**src/rtl/gcd_job_feeder_if.sv**
```systemverilog
// Operand-in / result-out stream bundle for the GCD job feeder.
interface gcd_job_feeder_if #(
  parameter int unsigned W = 4
);
  logic         in_valid;
  logic         in_ready;
  logic [W-1:0] in_a;
  logic [W-1:0] in_b;
  logic         out_valid;
  logic         out_ready;
  logic [W-1:0] out_res;
  logic         out_err;

  // Producer/consumer side (drives operands, accepts results)
  modport master (
    output in_valid, in_a, in_b, out_ready,
    input  in_ready, out_valid, out_res, out_err
  );

  // Feeder side
  modport slave (
    input  in_valid, in_a, in_b, out_ready,
    output in_ready, out_valid, out_res, out_err
  );
endinterface

```
**src/rtl/gcd_job_feeder.sv**
```systemverilog
// Buffers operand pairs, issues them one at a time to the GCD core,
// short-circuits zero operands and aborts jobs the core never finishes.
module gcd_job_feeder #(
  parameter int unsigned W       = 4,
  parameter int unsigned DEPTH   = 4,
  parameter int unsigned TIMEOUT = 64
) (
  input  logic                     clk,
  input  logic                     rst,
  gcd_job_feeder_if.slave          bus,
  output logic [W-1:0]             gcd_a,
  output logic [W-1:0]             gcd_b,
  output logic                     gcd_start,
  input  logic                     gcd_done,
  input  logic [W-1:0]             gcd_res,
  output logic [$clog2(DEPTH):0]   fifo_count
);

  localparam int unsigned PTR_W = $clog2(DEPTH);
  localparam int unsigned CNT_W = PTR_W + 1;
  localparam int unsigned TMR_W = $clog2(TIMEOUT);
  localparam logic [TMR_W-1:0] TMR_LAST = TMR_W'(TIMEOUT - 1);

  typedef struct packed {
    logic [W-1:0] a;
    logic [W-1:0] b;
  } job_t;

  typedef enum logic [1:0] {IDLE, ISSUE, BUSY, OUT} state_t;

  state_t             state;
  job_t               mem [DEPTH];
  job_t               head;
  logic [PTR_W-1:0]   wr_ptr;
  logic [PTR_W-1:0]   rd_ptr;
  logic [TMR_W-1:0]   timer;
  logic               push;
  logic               pop;

  // Ready is a pure function of occupancy, so a same-cycle pop never unblocks a full FIFO
  assign bus.in_ready = (fifo_count != CNT_W'(DEPTH));
  assign push         = bus.in_valid && bus.in_ready;
  assign pop          = (state == IDLE) && (fifo_count != '0);
  assign head         = mem[rd_ptr];

  // FIFO storage; contents need no reset since occupancy gates every read
  always_ff @(posedge clk) begin
    if (push) begin
      mem[wr_ptr] <= '{a: bus.in_a, b: bus.in_b};
    end
  end

  // Write pointer and occupancy; pointers wrap naturally at power-of-2 depth
  always_ff @(posedge clk or posedge rst) begin
    if (rst) begin
      wr_ptr     <= '0;
      fifo_count <= '0;
    end else begin
      if (push) begin
        wr_ptr <= wr_ptr + PTR_W'(1);
      end
      case ({push, pop})
        2'b10:   fifo_count <= fifo_count + CNT_W'(1);
        2'b01:   fifo_count <= fifo_count - CNT_W'(1);
        default: fifo_count <= fifo_count;
      endcase
    end
  end

  // Job sequencer: pop, bypass or issue, wait for core with timeout, present result
  always_ff @(posedge clk or posedge rst) begin
    if (rst) begin
      state         <= IDLE;
      rd_ptr        <= '0;
      timer         <= '0;
      gcd_a         <= '0;
      gcd_b         <= '0;
      gcd_start     <= 1'b0;
      bus.out_valid <= 1'b0;
      bus.out_res   <= '0;
      bus.out_err   <= 1'b0;
    end else begin
      gcd_start <= 1'b0;
      case (state)
        IDLE: begin
          if (pop) begin
            rd_ptr <= rd_ptr + PTR_W'(1);
            gcd_a  <= head.a;
            gcd_b  <= head.b;
            if ((head.a == '0) || (head.b == '0)) begin
              // gcd(x,0) = x and gcd(0,0) = 0, both equal a|b
              bus.out_res   <= head.a | head.b;
              bus.out_err   <= 1'b0;
              bus.out_valid <= 1'b1;
              state         <= OUT;
            end else begin
              gcd_start <= 1'b1;
              state     <= ISSUE;
            end
          end
        end
        ISSUE: begin
          timer <= '0;
          state <= BUSY;
        end
        BUSY: begin
          // A done arriving on the final timer cycle still wins
          if (gcd_done) begin
            bus.out_res   <= gcd_res;
            bus.out_err   <= 1'b0;
            bus.out_valid <= 1'b1;
            state         <= OUT;
          end else if (timer == TMR_LAST) begin
            bus.out_res   <= '0;
            bus.out_err   <= 1'b1;
            bus.out_valid <= 1'b1;
            state         <= OUT;
          end else begin
            timer <= timer + TMR_W'(1);
          end
        end
        OUT: begin
          if (bus.out_ready) begin
            bus.out_valid <= 1'b0;
            state         <= IDLE;
          end
        end
        default: state <= IDLE;
      endcase
    end
  end

endmodule

```
**src/flat_wrapper.sv**
```systemverilog
// flat-port wrapper written by rule: the top's interface ports become plain ports
module gcd_job_feeder_flat 
#(
  parameter int unsigned W       = 4,
  parameter int unsigned DEPTH   = 4,
  parameter int unsigned TIMEOUT = 64
)
  (clk, rst, gcd_a, gcd_b, gcd_start, gcd_done, gcd_res, fifo_count, bus_in_valid, bus_in_a, bus_in_b, bus_out_ready, bus_in_ready, bus_out_valid, bus_out_res, bus_out_err);
  gcd_job_feeder_if #(.W(W)) bus_i ();
  input  logic clk;
  input  logic rst;
  output logic [W-1:0] gcd_a;
  output logic [W-1:0] gcd_b;
  output logic gcd_start;
  input  logic gcd_done;
  input  logic [W-1:0] gcd_res;
  output logic [$clog2(DEPTH):0] fifo_count;
  input wire logic [$bits(bus_i.in_valid)-1:0] bus_in_valid;
  input wire logic [$bits(bus_i.in_a)-1:0] bus_in_a;
  input wire logic [$bits(bus_i.in_b)-1:0] bus_in_b;
  input wire logic [$bits(bus_i.out_ready)-1:0] bus_out_ready;
  output wire logic [$bits(bus_i.in_ready)-1:0] bus_in_ready;
  output wire logic [$bits(bus_i.out_valid)-1:0] bus_out_valid;
  output wire logic [$bits(bus_i.out_res)-1:0] bus_out_res;
  output wire logic [$bits(bus_i.out_err)-1:0] bus_out_err;
  assign bus_i.in_valid = bus_in_valid;
  assign bus_i.in_a = bus_in_a;
  assign bus_i.in_b = bus_in_b;
  assign bus_i.out_ready = bus_out_ready;
  assign bus_in_ready = bus_i.in_ready;
  assign bus_out_valid = bus_i.out_valid;
  assign bus_out_res = bus_i.out_res;
  assign bus_out_err = bus_i.out_err;
  gcd_job_feeder #(.W(W), .DEPTH(DEPTH), .TIMEOUT(TIMEOUT)) u_core (.clk(clk), .rst(rst), .bus(bus_i), .gcd_a(gcd_a), .gcd_b(gcd_b), .gcd_start(gcd_start), .gcd_done(gcd_done), .gcd_res(gcd_res), .fifo_count(fifo_count));
endmodule
```
**config.mk**
```make
export PLATFORM = sky130hd
export DESIGN_NAME = gcd_job_feeder_flat
export DESIGN_NICKNAME = d
export VERILOG_FILES = /design/src/rtl/gcd_job_feeder_if.sv /design/src/rtl/gcd_job_feeder.sv /design/src/flat_wrapper.sv
export SDC_FILE = /design/constraint.sdc
export NUM_CORES = 1
export LEC_CHECK = 0
export BUFFER_PORTS_ARGS = -buffer_cell sky130_fd_sc_hd__buf_2
export CAP_MARGIN = 20
export CELL_PAD_IN_SITES_DETAIL_PLACEMENT = 1
export CELL_PAD_IN_SITES_GLOBAL_PLACEMENT = 2
export CORE_MARGIN = 3
export CORE_UTILIZATION = 44
export CTS_CLUSTER_DIAMETER = 80
export DETAILED_ROUTE_END_ITERATION = 12
export PLACE_DENSITY_LB_ADDON = 0.1
export REMOVE_ABC_BUFFERS = 1
export SLEW_MARGIN = 20
export SYNTH_ARGS = -nofsm -noshare
export SYNTH_HDL_FRONTEND = slang
export SYNTH_SLANG_ARGS = --single-unit
```
**constraint.sdc**
```tcl
create_clock -name clk -period 3.1 [get_ports clk]
set_input_delay 0.155 -clock clk [delete_from_list [all_inputs] [get_ports clk]]
set_output_delay 0.155 -clock clk [all_outputs]
set_load 0.01 [all_outputs]
```
==> impl_metrics.py, run 1 <==
metrics = {
    "timing": {
        "setup_viol": 0,
        "slew_headroom_pct": 60.2,
        "worst_slew_pin_slew_ns": 0.582,
        "hold_ws_ns": 0.0203,
        "fmax_mhz": 398,
        "drv_slew": 0,
        "fin_crit_sh_pct": 81.1,
        "period_minus_slack_ns": 2.51,
        "rsz0062_at_grt": "false",
        "fin_worst_skew_ns": 0.0116,
        "tns_ns": 0,
        "hold_viol_final": 0,
    },
    "cells_and_area": {
        "stdcell_count": 306,
        "n_antenna_cell": 0,
        "drive_gt1_share_pct": 32.0,
        "syn_to_final_growth_pct": 16.2,
        "post-route-util_pct": 53.4,
        "mostFrequentLayoutCells": "buf_2, edfxtp_1, dfrtp_1, mux2_2, ha_1",
        "fillCellCount": 597,
        "layout_commonest_cell": "buf_2",
        "fin_nets": 254,
    },
    "floorplanning": {
        "core_um2": 6030,
        "fp.dieH_um": 85.4,
        "dieArea_um2": 7290,
        "rows": 28,
        "die_x_um": 85.4,
        "initial_core_util_pct": 46.0,
        "io_pins": 36,
    },
    "detailed_routing": {
        "drt-total-wl_um": 5660,
        "viasPerCell": 5.36,
        "antenna_left": 0,
        "avgRoutedWirePerCell_um": 18.5,
        "via_count": 1641,
        "first_iter_violations": 78,
        "drc_errors": 0,
        "dr.pass1.iters": 4,
    },
    "setup_path": {
        "rr_worst_depth": 10,
        "ff2ff_setup_slack_ns": 0.59,
        "critPathLaunch": "u_core.state[0]",
        "worstReg2RegStart": "u_core.state[0]",
        "worst_path_largest_cell_delay_ns": 0.42,
        "critPathArrivalTime_ns": 2.77,
        "cp-endpoint": "u_core.fifo_count[2]",
        "worstPathCellList": "inv_1 -> ha_1 -> nand2b_1 -> inv_2 -> ha_1 -> inv_1 -> fa_1 -> xor2_1 -> nor2_1 -> xor2_1",
        "slowest_stage": "dfrtp_1",
        "crit_path_max_fanout": 10,
        "crit_type": "register to register",
        "timing.critical_path.from_type": "register",
        "critPathCaptureType": "register",
        "timing.rr.end": "u_core.fifo_count[2]",
        "cp.required_ns": 3.35,
    },
    "logic_synthesis": {
        "syn-cell-area_um2": 2770,
        "yosysUniqueCellTypes": 38,
        "avgSynthCellArea_um2": 15.3,
        "ys_seq_elements": 62,
        "async_flop_share_pct": 48.4,
        "yosysWarnings": 0,
        "synth-edff-count": 32,
        "yosysSeqAreaShare_pct": 61.7,
        "netlist_instances": 181,
        "ys.flop_type": "edfxtp_1",
    },
    "place": {
        "post-dp-hpwl_um": 4170,
        "place_inst": 289,
        "port_buffers": 35,
        "place.gp.congestion": 0.723,
    },
    "cts": {
        "cts_tree": "built",
        "cts_made_buffers": 9,
        "clk_path_buf_depth": 2,
        "htree_levels": 3,
        "clk_latency_ns": 0.34,
        "clock-root-buffer": "clkbuf_8",
        "clkTransAtPathRegs_ns": 0.08,
        "cts_setup_buffers": 0,
        "clock-sinks": 62,
    },
    "global_routing": {
        "grtUsageTotal_pct": 17.5,
        "grt_max_degree": 31,
        "overflow": 0,
        "grt_pass1_vias": 1918,
        "grt_pass1_wl_um": 9560,
        "antenna_found_initial": 0,
    },
    "power": {
        "p_leak_nw": 1.33,
        "power_density_nw_per_um2": 1030,
        "ir_worst_vdd_mv": 0.461,
        "total_power_w": 0.00332,
    },
    "hold_path": {
        "hp-class": "input port to register",
    },
    "job": {
        "maxCapViolations": 0,
    },
    "status": {
        "status": "finished, final reports clean",
    },
}
-- stage by stage --
stage / worst slack, ns / cell area (um2)
finish: 0.586 / 3220
global route: 0.450 / 3220
CTS: 0.584 / 3220
detailed placement: 0.653 / 3030
global placement: 0.708 / 3030
floorplan: 0.883 / 2750
-- cell usage after synthesis, types with 2 or more instances --
| cell type | n | share of area (%) |
|---|---|---|
| a21oi_1 | 3 | 0.54 |
| and3_1 | 4 | 0.90 |
| clkbuf_1 | 2 | 0.27 |
| dfrtp_1 | 30 | 27 |
| edfxtp_1 | 32 | 35 |
| ha_1 | 10 | 4.5 |
| inv_1 | 8 | 1.1 |
| mux2_2 | 14 | 5.7 |
| mux2i_1 | 4 | 1.4 |
| mux4_1 | 5 | 4.7 |
| mux4_2 | 3 | 2.4 |
| nand2_1 | 6 | 0.81 |
| nand2b_1 | 3 | 0.68 |
| nand3_1 | 9 | 1.6 |
| nand4_1 | 3 | 0.68 |
| nor2_1 | 9 | 1.2 |
| nor2b_1 | 3 | 0.68 |
| nor3_1 | 2 | 0.36 |
| o21ai_0 | 5 | 0.90 |
| xnor2_1 | 6 | 1.9 |
| xor2_1 | 3 | 0.95 |
-- cells by family (layout without fill, tap and decap cells) --
kind of cell | count (synthesis) | after routing | share of synthesized area [%]
flops | 62 | 62 | 61.7
compound gates | 18 | 18 | 5.51
xor+xnor | 9 | 9 | 2.84
buf+inv | 12 | 62 | 1.90
fa+ha+maj | 11 | 11 | 5.23
simple gates | 43 | 43 | 8.48
mux | 26 | 26 | 14.3
-- sequential cells by signal, summed over array words and instances (netlist names) --
register and cells:
u_core.wr_ptr 2, u_core.fifo_count 3, u_core.bus.out_res 4, u_core.bus.out_err 1
u_core.rd_ptr 2, u_core.timer 6, u_core.bus.out_valid 1, u_core.state 2
u_core.gcd_a 4, u_core.mem 32, u_core.gcd_b 4, u_core.gcd_start 1
-- repair_timing --
item                       4_1_cts  5_1_grt
resized for setup                0        0
setup endpoints to repair        0        0
hold endpoints to repair        30        0
hold buffers                     1        0
-- per-layer routing --
| metal | GRT usage, % | wire length, um |
|---|---|---|
| met5 | 0 | 0 |
| met4 | 7.19 | 65 |
| met3 | 5.15 | 243 |
| met2 | 30.6 | 2950 |
| met1 | 19.9 | 2400 |
-- cell type report --
type	instances	area, um2	area share [%]
clock buffer	9	124	3.85
timing repair buffer	37	193	5.98
sequential	62	1710	53.1
clock inverter	7	56.3	1.75
inverter	9	33.8	1.05
tap	75	93.8	2.91
multi-input combinational	107	1010	31.3
-- worst max-delay path: cells and delay by family, from the launching register on --
kind                       cells  cell delay, ns
adders and majority gates      3            0.96
buffers and inverters          3            0.40
and+or+nand+nor                2            0.29
xor gates and xnor gates       2            0.35
DFF                            1            0.42
-- report_power, final --
group          internal, W  leakage [nW]  total [W]  switching [W]
Sequential         0.00114         0.657    0.00133       0.000184
Combinational     0.000618         0.579    0.00135       0.000736
Clock             0.000299        0.0906   0.000636       0.000337
Total              0.00206          1.33    0.00332        0.00126
-- worst min-delay path by stage --
| stage | startpoint | to | slack (ns) | cells past startpoint |
|---|---|---|---|---|
| 2_1_floorplan | rst | u_core.bus.out_err | 0.25 | 1 |
| 3_3_place_gp | rst | u_core.wr_ptr[0] | 0.24 | 3 |
| 3_5_place_dp | rst | u_core.wr_ptr[1] | 0.26 | 3 |
| 4_1_cts | bus_in_b[1] | u_core.mem[1][1] | 0.004 | 1 |
| 5_1_grt | bus_in_b[1] | u_core.mem[0][1] | 0.009 | 1 |
| 6_report | bus_in_b[1] | u_core.mem[1][1] | 0.02 | 1 |
Note: power is estimated with default switching activity, not from simulation.
==> run 2, diff against run 1 <==
--- a/config.mk
+++ b/config.mk
@@ -10,7 +10,7 @@
 export CELL_PAD_IN_SITES_DETAIL_PLACEMENT = 1
 export CELL_PAD_IN_SITES_GLOBAL_PLACEMENT = 2
 export CORE_MARGIN = 3
-export CORE_UTILIZATION = 44
+export CORE_UTILIZATION = 41
 export CTS_CLUSTER_DIAMETER = 80
 export DETAILED_ROUTE_END_ITERATION = 12
 export PLACE_DENSITY_LB_ADDON = 0.1
==> constraint.sdc (replaced) <==
create_clock -name clk -period 2.6 [get_ports clk]
set_input_delay 0.13 -clock clk [delete_from_list [all_inputs] [get_ports clk]]
set_output_delay 0.13 -clock clk [all_outputs]
set_load 0.01 [all_outputs]
==> run 2 against run 1 <==
Compared with the run above:
- clock skew decreased by 0.00077 ns
- clock power increased by 32%
- final cell count increased by 3.9%
- critical endpoint is now u_core.bus.out_res[3]
- hold slack improved by 0.0013 ns
- register-to-register slack got worse by 0.26 ns
==> impl_metrics.py, run 2 (synthesis gave the netlist of run 1 again) <==
metrics = {
    "status": {
        "status": "finished, final reports clean",
    },
    "timing": {
        "hold_viol_final": 0,
        "fin_worst_skew_ns": 0.0108,
        "period_minus_slack_ns": 2.27,
        "worst_slew_pin_slew_ns": 0.489,
        "hold_ws_ns": 0.0216,
        "tns_ns": 0,
        "fmax_mhz": 440,
        "drv_slew": 0,
        "fin_crit_sh_pct": 87.4,
        "rsz0062_at_grt": "false",
        "slew_headroom_pct": 66.6,
        "setup_viol": 0,
    },
    "cells_and_area": {
        "drive_gt1_share_pct": 32.4,
        "top_register": "u_core.mem",
        "layout_commonest_cell": "buf_2",
        "mostFrequentLayoutCells": "buf_2, edfxtp_1, dfrtp_1, mux2_2, ha_1",
        "largest_register_ffs": 32,
        "n_antenna_cell": 0,
        "fin_nets": 264,
        "syn_to_final_growth_pct": 20.1,
        "top_regs": "u_core.mem x32, u_core.timer x6",
    },
    "cts": {
        "cts_setup_buffers": 0,
        "clkTransAtPathRegs_ns": 0.07,
        "clock-sinks": 62,
        "clk_path_buf_depth": 2,
        "htree_levels": 3,
        "cts_hold_buffers": 5,
        "clk_latency_ns": 0.33,
        "post_cts_resize_count": 0,
        "clock-root-buffer": "clkbuf_8",
        "cts_made_buffers": 9,
        "cts_tree": "built",
    },
    "setup_path": {
        "worstPathCellList": "buf_4 -> mux4_1 -> nor4_4 -> o211ai_4 -> mux2_2",
        "critPathCaptureType": "register",
        "critPathTopFamily": "multiplexers",
        "crit_path_max_fanout": 10,
        "crit_type": "register to register",
        "ff2ff_setup_slack_ns": 0.33,
        "path_buf_inv": 1,
        "cp.required_ns": 2.81,
        "critPathArrivalTime_ns": 2.48,
        "worst_path_largest_cell_delay_ns": 0.68,
        "timing.critical_path.from_type": "register",
        "slowest_stage": "mux4_1",
    },
    "power": {
        "ir_worst_vdd_mv": 0.491,
        "p_leak_nw": 1.38,
        "p_seq_share_pct": 38.3,
        "clkPwrFrac_pct": 20.6,
        "p_comb_share_pct": 41.1,
        "p_sw_w": 0.00147,
        "swShare_pct": 36.2,
        "power.internal_w": 0.00259,
        "power_density_nw_per_um2": 1220,
    },
    "global_routing": {
        "grt_pass1_wl_um": 9260,
        "grt_use_met3_pct": 4.19,
        "grtUsageTotal_pct": 16.2,
        "globalRouteMet1Util_pct": 21.0,
        "antenna_found_initial": 0,
        "gr-max-usage-layer": "met2",
        "overflow": 0,
        "grtUsageMet2_pct": 26.9,
        "grt_max_degree": 31,
        "grt_pass1_vias": 1804,
    },
    "detailed_routing": {
        "viasPerCell": 5.19,
        "drt-total-wl_um": 5750,
        "via_count": 1652,
        "antenna_left": 0,
        "dr.pass1.iters": 4,
        "first_iter_violations": 29,
        "drc_errors": 0,
        "avgRoutedWirePerCell_um": 18.1,
    },
    "floorplanning": {
        "core_um2": 6460,
        "rows": 29,
        "fp.dieH_um": 88.2,
        "io_pins": 36,
        "dieArea_um2": 7790,
        "initial_core_util_pct": 42.9,
        "die_x_um": 88.2,
    },
    "place": {
        "post-dp-hpwl_um": 4270,
        "port_buffers": 35,
        "place.gp.congestion": 0.810,
    },
    "job": {
        "maxCapViolations": 0,
    },
    "hold_path": {
        "hp-class": "input port to register",
    },
}
run 2: per-stage QoR:
step	setup WS, ns	util, %	instances	cell area [um2]	total power, W
6_report	0.328	51.5	318	3330	0.00406
5_1_grt	0.241	51.5	318	3330	0.00437
4_1_cts	0.305	51.4	317	3320	0.00414
3_5_place_dp	0.303	47.5	296	3070	0.00328
3_3_place_gp	0.411	47.5	296	3070	0.00318
2_1_floorplan	0.383	-	178	2750	0.00270
run 2: worst reg2reg max path: stages (launching register included):
cell      delay, ns
dfrtp_1        0.34
buf_4          0.20
mux4_1         0.68
nor4_4         0.47
o211ai_4       0.16
mux2_2         0.30
run 2: path summary, 6_finish.rpt:
path,from,end,depth (start not counted)
min in group asynchronous,rst,u_core.bus.out_res[1],4
max,u_core.rd_ptr[0],u_core.bus.out_res[3],5
max reg2reg,u_core.rd_ptr[0],u_core.bus.out_res[3],5
max in group asynchronous,rst,u_core.fifo_count[1],4
min reg2reg,u_core.fifo_count[0],u_core.fifo_count[0],1
min,bus_in_b[3],u_core.mem[2][3],1
run 2: per-layer routing:
metal / vias up / wire length [um]
met4: 0 / 27
li1: 789 / -
met5: - / 0
met3: 4 / 232
met2: 36 / 2980
met1: 823 / 2500
run 2: layout make-up:
| class | instances | area [um2] |
|---|---|---|
| Inverter | 9 | 33.8 |
| Multi-Input combinational cell | 107 | 1010 |
| Sequential cell | 62 | 1710 |
| Timing Repair Buffer | 47 | 280 |
| Clock inverter | 6 | 71.3 |
| Tap cell | 77 | 96.3 |
| Clock buffer | 10 | 128 |
| Fill cell | 644 | 3130 |
run 2: power groups by stage:
stage | Combinational [W] | Sequential, W | Clock (W)
2_1_floorplan | 0.00108 | 0.00161 | 0
3_3_place_gp | 0.00162 | 0.00156 | 0
3_5_place_dp | 0.00170 | 0.00158 | 0
4_1_cts | 0.00172 | 0.00156 | 0.000862
5_1_grt | 0.00186 | 0.00159 | 0.000914
6_report | 0.00167 | 0.00156 | 0.000837
==> run 3, diff against run 2 <==
==> constraint.sdc (replaced) <==
create_clock -name clk -period 2.6 [get_ports clk]
set_input_delay 0.26 -clock clk [delete_from_list [all_inputs] [get_ports clk]]
set_output_delay 0.26 -clock clk [all_outputs]
set_load 0.01 [all_outputs]
==> run 3 against run 2 <==
Compared with the run above:
- flip-flop and latch count is the same
- combinational power barely moved
- register-to-register slack about the same
- largest power group unchanged
- highest routed layer unchanged
==> impl_metrics.py, run 3 (synthesis gave the netlist of run 1 again) <==
metrics = {
    "status": {
        "status": "finished, final reports clean",
    },
    "cts": {
        "htree_levels": 3,
        "cts_tree": "built",
        "cts_made_buffers": 9,
        "clk_latency_ns": 0.33,
        "clock-sinks": 62,
        "cts_setup_buffers": 0,
        "clkTransAtPathRegs_ns": 0.07,
        "clock-root-buffer": "clkbuf_8",
        "clk_path_buf_depth": 2,
    },
    "detailed_routing": {
        "drt-total-wl_um": 5660,
        "via_count": 1634,
        "viasPerCell": 5.22,
        "avgRoutedWirePerCell_um": 18.1,
        "dr.pass1.iters": 4,
        "antenna_left": 0,
        "first_iter_violations": 34,
        "drc_errors": 0,
    },
    "setup_path": {
        "cp.required_ns": 2.81,
        "crit_path_max_fanout": 10,
        "worst_path_largest_cell_delay_ns": 0.68,
        "ff2ff_setup_slack_ns": 0.33,
        "timing.rr.end": "u_core.bus.out_res[3]",
        "worstPathCellList": "buf_4 -> mux4_1 -> nor4_4 -> o211ai_4 -> mux2_2",
        "critPathArrivalTime_ns": 2.48,
        "rr_worst_depth": 5,
        "crit_type": "register to register",
        "worstReg2RegStart": "u_core.rd_ptr[0]",
        "critPathCaptureType": "register",
        "timing.critical_path.from_type": "register",
        "slowest_stage": "mux4_1",
    },
    "timing": {
        "fmax_mhz": 440,
        "worst_slew_pin_slew_ns": 0.489,
        "slew_headroom_pct": 66.6,
        "fin_worst_skew_ns": 0.0110,
        "period_minus_slack_ns": 2.27,
        "fin_crit_sh_pct": 87.4,
        "rsz0062_at_grt": "false",
        "setup_viol": 0,
        "drv_slew": 0,
        "tns_ns": 0,
        "hold_viol_final": 0,
    },
    "cells_and_area": {
        "mostFrequentLayoutCells": "buf_2, edfxtp_1, dfrtp_1, mux2_2, ha_1",
        "top_register": "u_core.mem",
        "layout_commonest_cell": "buf_2",
        "drive_gt1_share_pct": 33.1,
        "stdcell_count": 313,
        "top_regs": "u_core.mem x32, u_core.timer x6",
        "fin_nets": 259,
        "n_antenna_cell": 0,
        "syn_to_final_growth_pct": 18.3,
        "largest_register_ffs": 32,
        "fillCellCount": 648,
    },
    "floorplanning": {
        "dieArea_um2": 7790,
        "rows": 29,
        "die_x_um": 88.2,
        "io_pins": 36,
        "core_um2": 6460,
        "fp.dieH_um": 88.2,
        "initial_core_util_pct": 42.9,
    },
    "global_routing": {
        "grtUsageTotal_pct": 16.0,
        "grt_max_degree": 31,
        "overflow": 0,
        "grt_pass1_vias": 1762,
        "grt_pass1_wl_um": 9130,
        "antenna_found_initial": 0,
    },
    "place": {
        "place.gp.congestion": 0.810,
        "port_buffers": 35,
        "place_inst": 296,
        "post-dp-hpwl_um": 4270,
    },
    "hold_path": {
        "worstHoldPathCells": 1,
        "holdPathEnd": "u_core.mem[3][4]",
        "hp-class": "input port to register",
        "min_from": "bus_in_a[0]",
    },
    "power": {
        "p_leak_nw": 1.35,
        "ir_worst_vdd_mv": 0.489,
        "power_density_nw_per_um2": 1240,
    },
    "job": {
        "maxCapViolations": 0,
    },
}
[run 3: cell count changes in the layout (fill, tap and decap cells not counted), sizes merged]
cell         delta
dlygate4sd3     -5
[run 3: report_power, final]
| group | total (W) | switching [W] | internal [W] | leakage, nW |
|---|---|---|---|---|
| Sequential | 0.00156 | 0.000191 | 0.00137 | 0.657 |
| Combinational | 0.00166 | 0.000889 | 0.000775 | 0.604 |
| Clock | 0.000837 | 0.000388 | 0.000449 | 0.0931 |
[run 3: area by class of cell]
| type | count | area [um2] | area share, % |
|---|---|---|---|
| repair buffers | 42 | 230 | 7.02 |
| flip-flops and latches | 62 | 1710 | 52.2 |
| clock buffers | 10 | 128 | 3.89 |
| clock inverters | 6 | 71.3 | 2.17 |
| inverters | 9 | 33.8 | 1.03 |
| multi-input cells | 107 | 1010 | 30.8 |
| well taps | 77 | 96.3 | 2.94 |
[run 3: stage by stage]
| stage | hold WS (ns) | worst slack, ns | cell area, um2 | utilization [%] | power, W |
|---|---|---|---|---|---|
| 6_report | 0.137 | 0.328 | 3280 | 50.8 | 0.00406 |
| 5_1_grt | 0.122 | 0.241 | 3280 | 50.8 | 0.00436 |
| 3_5_place_dp | 0.367 | 0.303 | 3070 | 47.5 | 0.00328 |
| 2_1_floorplan | 0.351 | 0.383 | 2750 | - | 0.00270 |
| 4_1_cts | 0.118 | 0.305 | 3280 | 50.8 | 0.00413 |
| 3_3_place_gp | 0.357 | 0.411 | 3070 | 47.5 | 0.00318 |
[run 3: repair_timing]
action	CTS	global route
resized for setup	0	0
hold buffers	1	0
endpoints found under the hold margin	1	0
setup endpoints to repair	0	0
[run 3: worst max path at each step]
stage | from | end | slack, ns
4_1_cts | u_core.rd_ptr[0] | u_core.bus.out_res[2] | 0.31
3_5_place_dp | u_core.rd_ptr[0] | u_core.bus.out_res[2] | 0.30
6_report | u_core.rd_ptr[0] | u_core.bus.out_res[3] | 0.33
2_1_floorplan | u_core.rd_ptr[0] | u_core.bus.out_err | 0.38
3_3_place_gp | u_core.rd_ptr[0] | u_core.bus.out_res[1] | 0.41
5_1_grt | u_core.rd_ptr[0] | u_core.bus.out_res[3] | 0.24
[run 3: metal layers]
metal | track usage (%) | share of wire, % | wire length (um) | vias to the layer above
met4 | 4.95 | 0.48 | 27 | 0
met3 | 4.19 | 4.2 | 237 | 4
met1 | 21.0 | 44 | 2490 | 813
li1 | - | - | - | 779
met2 | 26.2 | 51 | 2910 | 38
met5 | 0 | 0 | 0 | -
[run 3: critical path: cells and delay by family (launching register included)]
kind	cells	cell delay, ns
compound gates	1	0.16
flops	1	0.34
buf+inv	1	0.20
mux	2	0.98
simple gates	1	0.47
